File: config.mk
export PLATFORM = sky130hd
export DESIGN_NAME = conditional_arbiter
export DESIGN_NICKNAME = d
export VERILOG_FILES = /design/src/rtl/conditional_pkg.sv /design/src/rtl/sat_counter.sv /design/src/rtl/conditional_arbiter.sv
export SDC_FILE = /design/constraint.sdc
export NUM_CORES = 1
export LEC_CHECK = 0
export ABC_CLOCK_PERIOD_IN_PS = 1360
export BUFFER_PORTS_ARGS = -buffer_cell sky130_fd_sc_hd__clkbuf_2
export CAP_MARGIN = 15
export CORE_ASPECT_RATIO = 1.1
export CORE_UTILIZATION = 44
export CTS_CLUSTER_DIAMETER = 40
export CTS_CLUSTER_SIZE = 16
export DETAILED_ROUTE_END_ITERATION = 6
export GPL_TIMING_DRIVEN = 0
export PLACE_DENSITY = 0.83
export SLEW_MARGIN = 0
export SYNTH_ARGS = -nofsm -noshare
export SYNTH_HDL_FRONTEND = slang
export SYNTH_SLANG_ARGS = --single-unit
File: constraint.sdc
create_clock -name clk -period 1.36 [get_ports clk]
set_input_delay 0.136 -clock clk [delete_from_list [all_inputs] [get_ports clk]]
set_output_delay 0.136 -clock clk [all_outputs]
set_load 0.005 [all_outputs]
File: src/rtl/conditional_pkg.sv
// Shared types and defaults for the two-source signed/unsigned output arbiter.
package conditional_pkg;

  typedef enum logic {
    SRC_U = 1'b0,
    SRC_S = 1'b1
  } src_e;

  typedef enum logic {
    EMPTY = 1'b0,
    FULL  = 1'b1
  } state_e;

  localparam int W_DEF     = 4;
  localparam int CNT_W_DEF = 8;

endpackage

File: src/rtl/sat_counter.sv
// Up-counter that sticks at its all-ones value instead of wrapping.
module sat_counter #(
  parameter int CNT_W = 8
) (
  input  logic             clk,
  input  logic             rst_n,
  input  logic             inc,
  output logic [CNT_W-1:0] count
);

  logic [CNT_W-1:0] count_q, count_d;

  always_comb begin
    count_d = count_q;
    if (inc && (count_q != {CNT_W{1'b1}}))
      count_d = count_q + 1'b1;
  end

  always_ff @(posedge clk) begin
    if (!rst_n) count_q <= '0;
    else        count_q <= count_d;
  end

  assign count = count_q;

endmodule

File: src/rtl/conditional_arbiter.sv
// Round-robin arbiter merging an unsigned (U) and a signed (S) source into one
// registered signed output channel, with saturating per-source grant counters.
module conditional_arbiter
  import conditional_pkg::*;
#(
  parameter int W     = W_DEF,
  parameter int CNT_W = CNT_W_DEF
) (
  input  logic                clk,
  input  logic                rst_n,
  input  logic                u_valid,
  input  logic [W-1:0]        u_data,
  output logic                u_ready,
  input  logic                s_valid,
  input  logic signed [W-1:0] s_data,
  output logic                s_ready,
  output logic                out_valid,
  output logic signed [W-1:0] out_data,
  output logic                out_src,
  output logic                out_trunc,
  input  logic                out_ready,
  output logic [CNT_W-1:0]    u_grants,
  output logic [CNT_W-1:0]    s_grants
);

  state_e              state_q, state_d;
  src_e                last_src_q, last_src_d;
  logic signed [W-1:0] data_q, data_d;
  src_e                src_q, src_d;
  logic                trunc_q, trunc_d;

  logic load_en, grant_u, grant_s, u_acc, s_acc;

  always_comb begin
    load_en = (state_q == EMPTY) | out_ready;
    // On contention the source that did not win last time gets the slot.
    grant_u = u_valid & (~s_valid | (last_src_q == SRC_S));
    grant_s = s_valid & (~u_valid | (last_src_q == SRC_U));
    // Readys are forced low while reset is asserted so no beat is consumed.
    u_ready = rst_n & load_en & grant_u;
    s_ready = rst_n & load_en & grant_s;
    u_acc   = u_valid & u_ready;
    s_acc   = s_valid & s_ready;
  end

  always_comb begin
    state_d    = state_q;
    last_src_d = last_src_q;
    data_d     = data_q;
    src_d      = src_q;
    trunc_d    = trunc_q;
    unique case (state_q)
      EMPTY: if (u_acc || s_acc) state_d = FULL;
      FULL: begin
        if (u_acc || s_acc) state_d = FULL;
        else if (out_ready) state_d = EMPTY;
      end
      default: state_d = EMPTY;
    endcase
    if (u_acc) begin
      data_d     = signed'({1'b0, u_data[W-2:0]});
      src_d      = SRC_U;
      trunc_d    = u_data[W-1];
      last_src_d = SRC_U;
    end else if (s_acc) begin
      data_d     = s_data;
      src_d      = SRC_S;
      trunc_d    = 1'b0;
      last_src_d = SRC_S;
    end
  end

  always_ff @(posedge clk) begin
    if (!rst_n) begin
      state_q    <= EMPTY;
      last_src_q <= SRC_S;
      data_q     <= '0;
      src_q      <= SRC_U;
      trunc_q    <= 1'b0;
    end else begin
      state_q    <= state_d;
      last_src_q <= last_src_d;
      data_q     <= data_d;
      src_q      <= src_d;
      trunc_q    <= trunc_d;
    end
  end

  assign out_valid = (state_q == FULL);
  assign out_data  = data_q;
  assign out_src   = src_q;
  assign out_trunc = trunc_q;

  sat_counter #(.CNT_W(CNT_W)) u_cnt_u (
    .clk   (clk),
    .rst_n (rst_n),
    .inc   (u_acc),
    .count (u_grants)
  );

  sat_counter #(.CNT_W(CNT_W)) u_cnt_s (
    .clk   (clk),
    .rst_n (rst_n),
    .inc   (s_acc),
    .count (s_grants)
  );

endmodule

# Word-level counts from Yosys, hierarchy flattened
# Index checks and enable logic that the tools add are counted.
# totals
out_inout_bits	25
wordCells	42
inputBits	13
register_bits	24
# classes
n_bitwise	15
add_sub_neg	2
eq_ne	2
n_mux	10
reduce_logical	5
# op_table
cell	n
adder 8 x 1 -> 8 bit, second input constant	2
inequality test 8 bit, second input constant	2
bitwise AND 1 bit	7
two-way mux 1 bit	7
two-way mux 3 bit	2
NOT 1 bit	5
OR 1 bit	3
logical AND 1 bit	2
case mux 1 bit (2 select lines)	1
nonzero test 2 bit	1
OR reduction 2 bit	1
logical OR 1 bit	1

# Longest topological paths before layout
# Gate-level depths: netlist of run 1.
# logic_depth
word_depth	8
mapped_depth	7
mapped_depth_nobuf	5

# Cells and area by module
# A second synthesis of run 1 with hierarchy kept.
# unflattened
cells_unflattened	133
hier_area_um2	1171.1
# by_module_without_submodules
module	cells_per_inst	instances	area_per_inst_um2	seq_area_each_um2
sat_counter	47	2	404.1	160.2
conditional_arbiter	39	1	362.8	160.2

# Least setup slack after synthesis of run 1
# OpenSTA, ideal clock, no wires.
# synth_timing
kind	reg-to-reg
startpoint	register u_cnt_s.count_q[0] (netlist: u_cnt_s.count[0])
endpoint	register u_cnt_s.count_q[5] (netlist: u_cnt_s.count[5])
stages_incl_launch_ff	5
arrival_ps	1275
path_slack_ps	-33
period_less_slack_ps	1393
required_time_ps	1241
setup_time_ps	119
path_buffers	0
cell_sequence	dfxtp_1 > ha_1 > and3_1 > or3_4 > o221a_1
# synth_between
elab_chain_cells	2
elab_cells_between_ends	3
classes_between	add/sub (1); eq/ne (1); reduce/logical (1)
# synth_lines
item	line_no	source
from (decl)	sat_counter.sv:11	logic [CNT_W-1:0] count_q, count_d;
from (signal assigned)	sat_counter.sv:21	else count_q <= count_d;
parallel branches: the longest is 2 deep, another holds adder 8 x 1 -> 8 bit	-	
# Parallel ways; which one is timed is not known.
# A chain may end at the register's enable or synchronous reset.

# Worst setup path in the final report of run 1
# layout_timing
startpoint	register u_cnt_u.count_q[3] (netlist: u_cnt_u.count[3])
endpoint	register u_cnt_u.count_q[7] (netlist: u_cnt_u.count[7])
# layout_between
elab_chain_cells	2
elab_cells_between_ends	3
classes_between	add/sub (1); eq/ne (1); reduce/logical (1)
# layout_lines
item	line_no
from (decl)	sat_counter.sv:11
from (signal assigned)	sat_counter.sv:21
parallel branches: the longest is 2 deep, another holds adder 8 x 1 -> 8 bit	-
# Parallel ways; which one is timed is not known.

==> parameters.txt, run 1 <==
Parameter                              Value

Pwr
  Clock network power share ... 35.5%
  PwrDens ... 846 nW/um2
  Sequential power share ... between 50 and 60%
  Leakage power figure ... 0.671 nW
  Internal power of the cells ... 1.11 mW
  Peak supply drop ... 0.636 mV
  Relative contribution of combinational cells to total power ... 12.9%
  Net switching power ... between 300 and 400 uW
  Net Sw Frac ... between 20% and 30%

Timing
  Final critical path time including I/O delays and setup ... 1.63 ns
  Fraction of the cycle the final worst path needs ... 120%
  Achievable clock frequency ... a little over 600 MHz
  Pins Over Slew Limit ... 0
  Setup skew after layout ... between 0.0008 and 0.0009 ns
  Hold Violations, Final ... 0
  Worst slew margin relative to its limit ... between 60 and 70%
  Worst-case setup margin in the final layout ... -0.272 ns
  Unrepaired setup endpoints after global routing ... yes
  Tightest Pin Transition ... between 0.4 and 0.5 ns
  Number of failing setup endpoints in the final timing report ... 7

Outcome
  Run status ... finished with violations
  Failing checks ... setup timing

Cells and area
  Share of post-route cells with drive strength above 1 ... 51.1%
  Layout area overhead ... 50.9%
  Util after Layout ... approximately 73%
  Count of placed standard cells in the final layout, fillers left out ... approximately 210
  Antenna fix cells ... 0
  NumNets Final ... 200

Clock tree
  Hold_buf cts ... 0
  Number of buffers between clock root and the deepest sink ... 2
  Number of clock sinks ... 24
  Clock root buffer master ... clkbuf_4
  CTS clock-pin slew for the worst setup and hold paths ... 0.13 ns
  Clock tree from TritonCTS ... yes
  Num CTS Buffers ... 3
  # H-tree levels ... 1
  Clock latency at the later pin of the worst-skew pair ... 0.31 ns

Logic synthesis
  Largest cells by area after synthesis ... dfxtp_1, nand2_1, mux2i_1
  Flip-flop and latch count after synthesis ... 24
  Synth Flop Type ... dfxtp_1
  Combinational family with the most area after synthesis ... simple AND/OR/NAND/NOR gates
  Net count of the mapped netlist ... 146
  Area share of the leading cell type in the synthesized netlist ... between 40% and 50%
  Parity-gate share of the synthesized area counting xor and xnor cells ... 0%
  Number of enable-type register cells in the synthesized netlist ... 0
  Synth Area in Compound Gates ... roughly 17%
  Cell accounting for the most synthesized area ... dfxtp_1
  Synth Area in Adders ... between 2 and 2.5%
  Sequential element share of the synthesized area ... around 43%
  Portion of netlist area occupied by mux cells ... under 10%
  Distinct cells, synth ... 36
  Yosys synthesis warning count ... 0
  Synth async-reset ratio ... 0%
  Mean area per synthesized cell ... between 8 and 9 um2
  Synth Area in Simple Gates ... 27.7%
  Gate count after technology mapping ... between 100 and 150
  Netlist area before placement ... roughly 1100 um2

Worst hold path
  Hold worst-path end ... out_data[3]
  Worst min path class ... primary input to flop
  Number of cells on the worst hold path ... 3
  Hold Crit Start ... s_data[3]

Floorplanning
  DIE HEIGHT ... between 50 and 60 um
  Total I/O pin count ... 38
  Row Count ... 18
  Die area ... roughly 2800 um2
  Placeable core region ... roughly 2300 um2
  Die Width ... around 50 um
  Starting density of the core ... 48.5%

Setup path
  Arrival @ worst endpoint ... approximately 1.8 ns
  Sort of element at the start of the critical path ... flop
  Worst reg-to-reg path cell count ... 4
  Critical path capture point type ... flop
  Largest fanout on the critical path ... 7
  Required time of the worst setup path ... approximately 1.5 ns
  Worst flop-to-flop path endpoint ... u_cnt_u.count[7]
  Startpoint of the lowest-slack register-to-register path ... u_cnt_u.count[3]
  Slack of the worst reg-to-reg path ... -0.27 ns
  Start-to-end type of the worst setup path ... flop to flop

Route
  Drt total wl ... 3.32 mm
  Vias after detailed routing ... about 1200
  Via density ... slightly below 6
  Remaining antenna violation count ... 0
  DRC violation total after the first TritonRoute iteration ... 25
  Wire length per cell ... around 15 um
  Total iterations of the first detailed-routing run ... 4
  # DRC ... 0

GRT
  Global-route wire length before repair ... around 4.4 mm
  Antenna violations before repair ... 0
  Total routing usage reported by global routing ... ~20%
  Grt ovf ... 0
  Pin count of the biggest net entering global routing ... 15
  Vias in the first global route ... slightly above 1000

Placed design
  Global placer's final weighted congestion ... ~0.84
  DP Wirelength ... roughly 1.9 mm
  Quantity of I/O buffers inserted on ports ... 36
  Number of placed instances with taps included ... between 150 and 200

Run
  Number of max-cap violations ... 0
[power by group through the flow]
| stage | clock (mW) | combinational, mW | sequential [mW] |
|---|---|---|---|
| floorplan | 0 | 0.0727 | 0.757 |
| global placement | 0 | 0.126 | 0.756 |
| detailed placement | 0 | 0.131 | 0.759 |
| CTS | 0.522 | 0.148 | 0.741 |
| global route | 0.539 | 0.205 | 0.743 |
| finish | 0.510 | 0.186 | 0.741 |
[routing by layer]
layer / vias up / wire length, um / global-route usage [%]
li1: 590 / - / -
met1: 588 / 1270 / 23.3
met2: 49 / 1820 / 40.9
met3: 8 / 163 / 1.91
met4: 0 / 65 / 6.19
met5: - / 0 / 0
[through the flow]
| step | setup slack [ns] | setup TNS, ns | cell area (um2) | hold slack [ns] | total power [mW] |
|---|---|---|---|---|---|
| 2_1_floorplan | 0.000409 | 0 | 1130 | 0.269 | 0.830 |
| 3_3_place_gp | -0.0910 | -0.449 | 1350 | 0.362 | 0.883 |
| 3_5_place_dp | -0.151 | -1.02 | 1350 | 0.394 | 0.889 |
| 4_1_cts | -0.0929 | -0.466 | 1470 | 0.0458 | 1.41 |
| 5_1_grt | -0.317 | -1.08 | 1700 | 0.0410 | 1.49 |
| 6_report | -0.272 | -0.607 | 1700 | 0.0515 | 1.44 |
[state kept, by name, indices dropped and copies added (netlist names)]
register and cells:
last_src_q 1, out_data 4, out_src 1, out_trunc 1, out_valid 1, u_cnt_s.count 8, u_cnt_u.count 8
[kinds of logic after synthesis]
| logic type | count (synthesis) |
|---|---|
| AND/OR/NAND/NOR | 58 |
| AO/OA/AOI/OAI | 29 |
| flip-flops | 24 |
| buffers and inverters | 12 |
| multiplexers | 6 |
| adder cells (fa/ha/maj) | 2 |
[how the worst max path moves through the flow]
stage / start / endpoint / slack, ns / cells after the start
after floorplan: u_cnt_s.count[5] / u_cnt_s.count[5] / 0.0004 / 4
after global placement: u_cnt_u.count[0] / u_cnt_u.count[4] / -0.09 / 5
after detailed placement: u_cnt_u.count[0] / u_cnt_u.count[4] / -0.15 / 5
after CTS: out_valid / u_ready / -0.09 / 5
after global routing: u_cnt_u.count[3] / u_cnt_u.count[7] / -0.32 / 4
final: u_cnt_u.count[3] / u_cnt_u.count[7] / -0.27 / 4
[cell usage after synthesis, types with 2 or more instances]
cell type and number:
a21oi_1 9, a31oi_1 3, and3_1 3, buf_2 3, buf_4 3, dfxtp_1 24, ha_1 2, inv_1 4
mux2i_1 6, nand2_1 20, nand3_1 8, nand3b_1 2, nand4_1 4, nor2_1 6, nor3_1 3, nor4_1 2
o21ai_0 8, o311ai_0 2, or3_1 2
[layout make-up]
cell class	instances	area, um2
Clock inverter	1	30.0
Buffer	5	42.5
Multi-Input combinational cell	96	722
Tap cell	30	37.5
Timing Repair Buffer	49	299
Fill cell	174	622
Sequential cell	24	514
Clock buffer	3	22.5
Inverter	6	30.0
[cells in the final DEF (no fill, tap or decap), types with 6 or more instances in the layout]
| cell | count |
|---|---|
| mux2i_1 | 6 |
| buf_6 | 7 |
| dfxtp_2 | 9 |
| buf_4 | 11 |
| nand2_1 | 20 |
| nand3_1 | 6 |
| clkbuf_2 | 34 |
| dfxtp_4 | 6 |
| o21ai_0 | 7 |
| dfxtp_1 | 9 |
| a21oi_1 | 9 |
[critical path, cell delays in order, from the launching register on]
cell	delay, ns
dfxtp_4	0.40
nand4_1	0.19
or2_2	0.38
o311ai_1	0.35
o41ai_1	0.17
[what timing repair did]
item / CTS / global route
cloned: 0 / 2
buffers inserted: 4 / 8
gates resized for setup: 17 / 42
pin swaps: 3 / 15
endpoints found under the setup margin: 15 / 23
(Power assumes the default switching activity.)
==> inputs of run 2 (changes only) <==
- ABC_CLOCK_PERIOD_IN_PS: 1360 -> 1480
- clock period: 1.36 -> 1.48 ns (I/O delays scaled with it)
==> run 2 against run 1 <==
Compared with the run above: the flow now finishes without violations; worst setup slack improved by 0.29 ns; total power down 9.1%; register-to-register slack better by 0.29 ns; first-iteration DRC count is 40% higher; critical path depth increased by 2; clock power shrank 9.0%; wire length is 11% lower; largest power group unchanged; cell area shrank 9.2%; worst hold slack barely moved; sequential share of layout area rose by 1.9 points; maximum frequency rose by 12%; sequential cell count unchanged.
==> parameters.txt, run 2 (synthesis results as in run 1) <==
Parameter                              Value

Outcome
  Run status ... finished clean (was finished with violations)

Cells and area
  NumNets Final ... 194 (was 200)
  Fill count ... 200 (was 174)
  Layout area overhead ... 37.0% (was 50.9%)
  Area taken by flip-flops and latches ... 495 um2 (was 514 um2)
  Area used by multi-input combinational logic ... 637 um2 (was 722 um2)
  Count of placed standard cells in the final layout, fillers left out ... 208 (was 214)
  Leading cell types in the layout, fill and taps excluded ... clkbuf_2, nand2_1, dfxtp_1, a21oi_1, o21ai_0 (was clkbuf_2, nand2_1, buf_4)
  Post-route design area ... 1540 um2 (was 1700 um2)
  Antenna fix cells ... 0 (unchanged)
  Util after Layout ... 66.5% (was 73.2%)
  Share of post-route cells with drive strength above 1 ... 42.1% (was 51.1%)
  Most common cell after layout, fill and taps aside ... clkbuf_2 (unchanged)

Placed design
  Global placer's final weighted congestion ... 0.768 (was 0.839)
  DP Wirelength ... 2.02 mm (was 1.92 mm)
  Post-placement worst setup slack ... -0.0877 ns (was -0.151 ns)
  Number of placed instances with taps included ... 197 (unchanged)
  Quantity of I/O buffers inserted on ports ... 36 (unchanged)
  Standard cell area after detailed placement ... 1340 um2 (was 1350 um2)

Setup path
  Slack of the worst reg-to-reg path ... 0.02 ns (was -0.27 ns)
  Worst reg-to-reg path cell count ... 6 (was 4)
  Startpoint of the lowest-slack register-to-register path ... last_src_q (was u_cnt_u.count[3])
  Required time of the worst setup path ... 1.73 ns (was 1.54 ns)
  Largest fanout on the critical path ... 6 (was 7)
  Worst flop-to-flop path endpoint ... u_cnt_s.count[0] (was u_cnt_u.count[7])
  Start-to-end type of the worst setup path ... flop to flop (unchanged)
  Arrival @ worst endpoint ... 1.71 ns (was 1.81 ns)
  Critical path capture point type ... flop (unchanged)
  Sort of element at the start of the critical path ... flop (unchanged)

Timing
  Fraction of the cycle the final worst path needs ... 98.8% (was 120%)
  Final worst hold slack ... 0.0514 ns (was 0.0515 ns)
  Achievable clock frequency ... 684 MHz (was 613 MHz)
  Setup total negative slack ... 0 ns (was -0.607 ns)
  Pins Over Slew Limit ... 0 (unchanged)
  Tightest Pin Transition ... 0.345 ns (was 0.457 ns)
  Final critical path time including I/O delays and setup ... 1.46 ns (was 1.63 ns)
  Number of failing setup endpoints in the final timing report ... 0 (was 7)
  Unrepaired setup endpoints after global routing ... yes (unchanged)
  Worst slew margin relative to its limit ... 76.8% (was 69.2%)
  Setup skew after layout ... 0.00951 ns (was 0.000801 ns)
  Hold Violations, Final ... 0 (unchanged)
  Worst-case setup margin in the final layout ... 0.0175 ns (was -0.272 ns)

Clock tree
  # H-tree levels ... 1 (unchanged)
  Hold_buf cts ... 0 (unchanged)
  Number of clock sinks ... 24 (unchanged)
  Clock latency at the later pin of the worst-skew pair ... 0.31 ns (about the same)
  Clock root buffer master ... clkbuf_4 (unchanged)
  Num CTS Buffers ... 3 (unchanged)
  Number of buffers between clock root and the deepest sink ... 2 (unchanged)
  CTS clock-pin slew for the worst setup and hold paths ... 0.13 ns (about the same)
  Clock tree from TritonCTS ... yes (unchanged)

Worst hold path
  Number of cells on the worst hold path ... 3 (unchanged)
  Hold worst-path end ... out_data[3] (unchanged)
  Worst min path class ... primary input to flop (unchanged)
  Hold Crit Start ... s_data[3] (unchanged)

GRT
  Total routing usage reported by global routing ... 21.2% (was 20.5%)
  Antenna violations before repair ... 0 (unchanged)
  Global-route wire length before repair ... 4.40 mm (was 4.36 mm)
  Grt ovf ... 0 (unchanged)
  Vias in the first global route ... 980 (was 1031)
  Pin count of the biggest net entering global routing ... 15 (unchanged)

Pwr
  Peak supply drop ... 0.741 mV (was 0.636 mV)
  Relative contribution of combinational cells to total power ... 12.1% (was 12.9%)
  Internal power of the cells ... 1.02 mW (was 1.11 mW)
  PwrDens ... 847 nW/um2 (was 846 nW/um2)
  Clock network power share ... 35.5% (about the same)
  Sequential power share ... 52.4% (was 51.5%)
  Total power after layout ... 1.31 mW (was 1.44 mW)
  Leakage power figure ... 0.641 nW (was 0.671 nW)
  Net switching power ... 290 uW (was 329 uW)
  Net Sw Frac ... 22.2% (was 22.9%)

Route
  Drt total wl ... 2.94 mm (was 3.32 mm)
  Via density ... 5.81 (was 5.77)
  Remaining antenna violation count ... 0 (unchanged)
  # DRC ... 0 (unchanged)
  Wire length per cell ... 14.1 um (was 15.5 um)
  Vias after detailed routing ... 1209 (was 1235)
  Total iterations of the first detailed-routing run ... 4 (unchanged)
  DRC violation total after the first TritonRoute iteration ... 35 (was 25)

Floorplanning
  Die area ... 2760 um2 (unchanged)
  Starting density of the core ... 48.5% (unchanged)
  Total I/O pin count ... 38 (unchanged)
  Row Count ... 18 (unchanged)
  Die Width ... 50.2 um (unchanged)
  Placeable core region ... 2320 um2 (unchanged)
  DIE HEIGHT ... 55.0 um (unchanged)

Run
  Number of max-cap violations ... 0 (unchanged)
run 2: how the worst max path moves through the flow:
stage / startpoint / endpoint / slack (ns) / depth (start not counted)
2_1_floorplan: u_cnt_s.count[0] / u_cnt_s.count[5] / 0.09 / 4
3_3_place_gp: u_cnt_u.count[0] / u_cnt_u.count[4] / 0.01 / 5
3_5_place_dp: u_cnt_u.count[0] / u_cnt_u.count[1] / -0.09 / 5
4_1_cts: last_src_q / s_ready / -0.07 / 6
5_1_grt: u_cnt_s.count[0] / u_cnt_s.count[5] / -0.03 / 4
6_report: last_src_q / u_cnt_s.count[0] / 0.02 / 6
run 2: what timing repair did:
action / CTS / global route
setup endpoints to repair: 11 / 11
buffers inserted: 0 / 6
gates resized for setup: 8 / 21
pin swaps: 1 / 3
cloned: 0 / 1
run 2: per-layer routing:
metal / part of all wire [%] / global-route usage (%) / routed length [um]
met3: 5.3 / 3.28 / 155
met5: 0 / 0 / 0
met4: 0.99 / 7.14 / 29
met1: 41 / 24.4 / 1210
met2: 52 / 40.4 / 1540
run 2: cell type report:
class / count / share of cell area, %
clock buffer: 3 / 1.46
tap: 30 / 2.44
sequential: 24 / 32.1
multi-input combinational: 95 / 41.3
clock inverter: 1 / 1.95
timing repair buffer: 43 / 15.3
buffer: 6 / 3.57
inverter: 6 / 1.79
run 2: power by group through the flow:
stage	Combinational [mW]	Clock [mW]	Sequential, mW
after global routing	0.173	0.498	0.687
final	0.158	0.464	0.684
after global placement	0.116	0	0.695
after floorplan	0.0667	0	0.696
after detailed placement	0.121	0	0.697
after CTS	0.128	0.475	0.683
run 2: critical path, stage by stage, from the launching register on:
cell,delay [ns]
dfxtp_4,0.38
a21boi_2,0.13
nand3_2,0.10
buf_6,0.14
buf_4,0.15
or3_1,0.37
a21oi_2,0.14
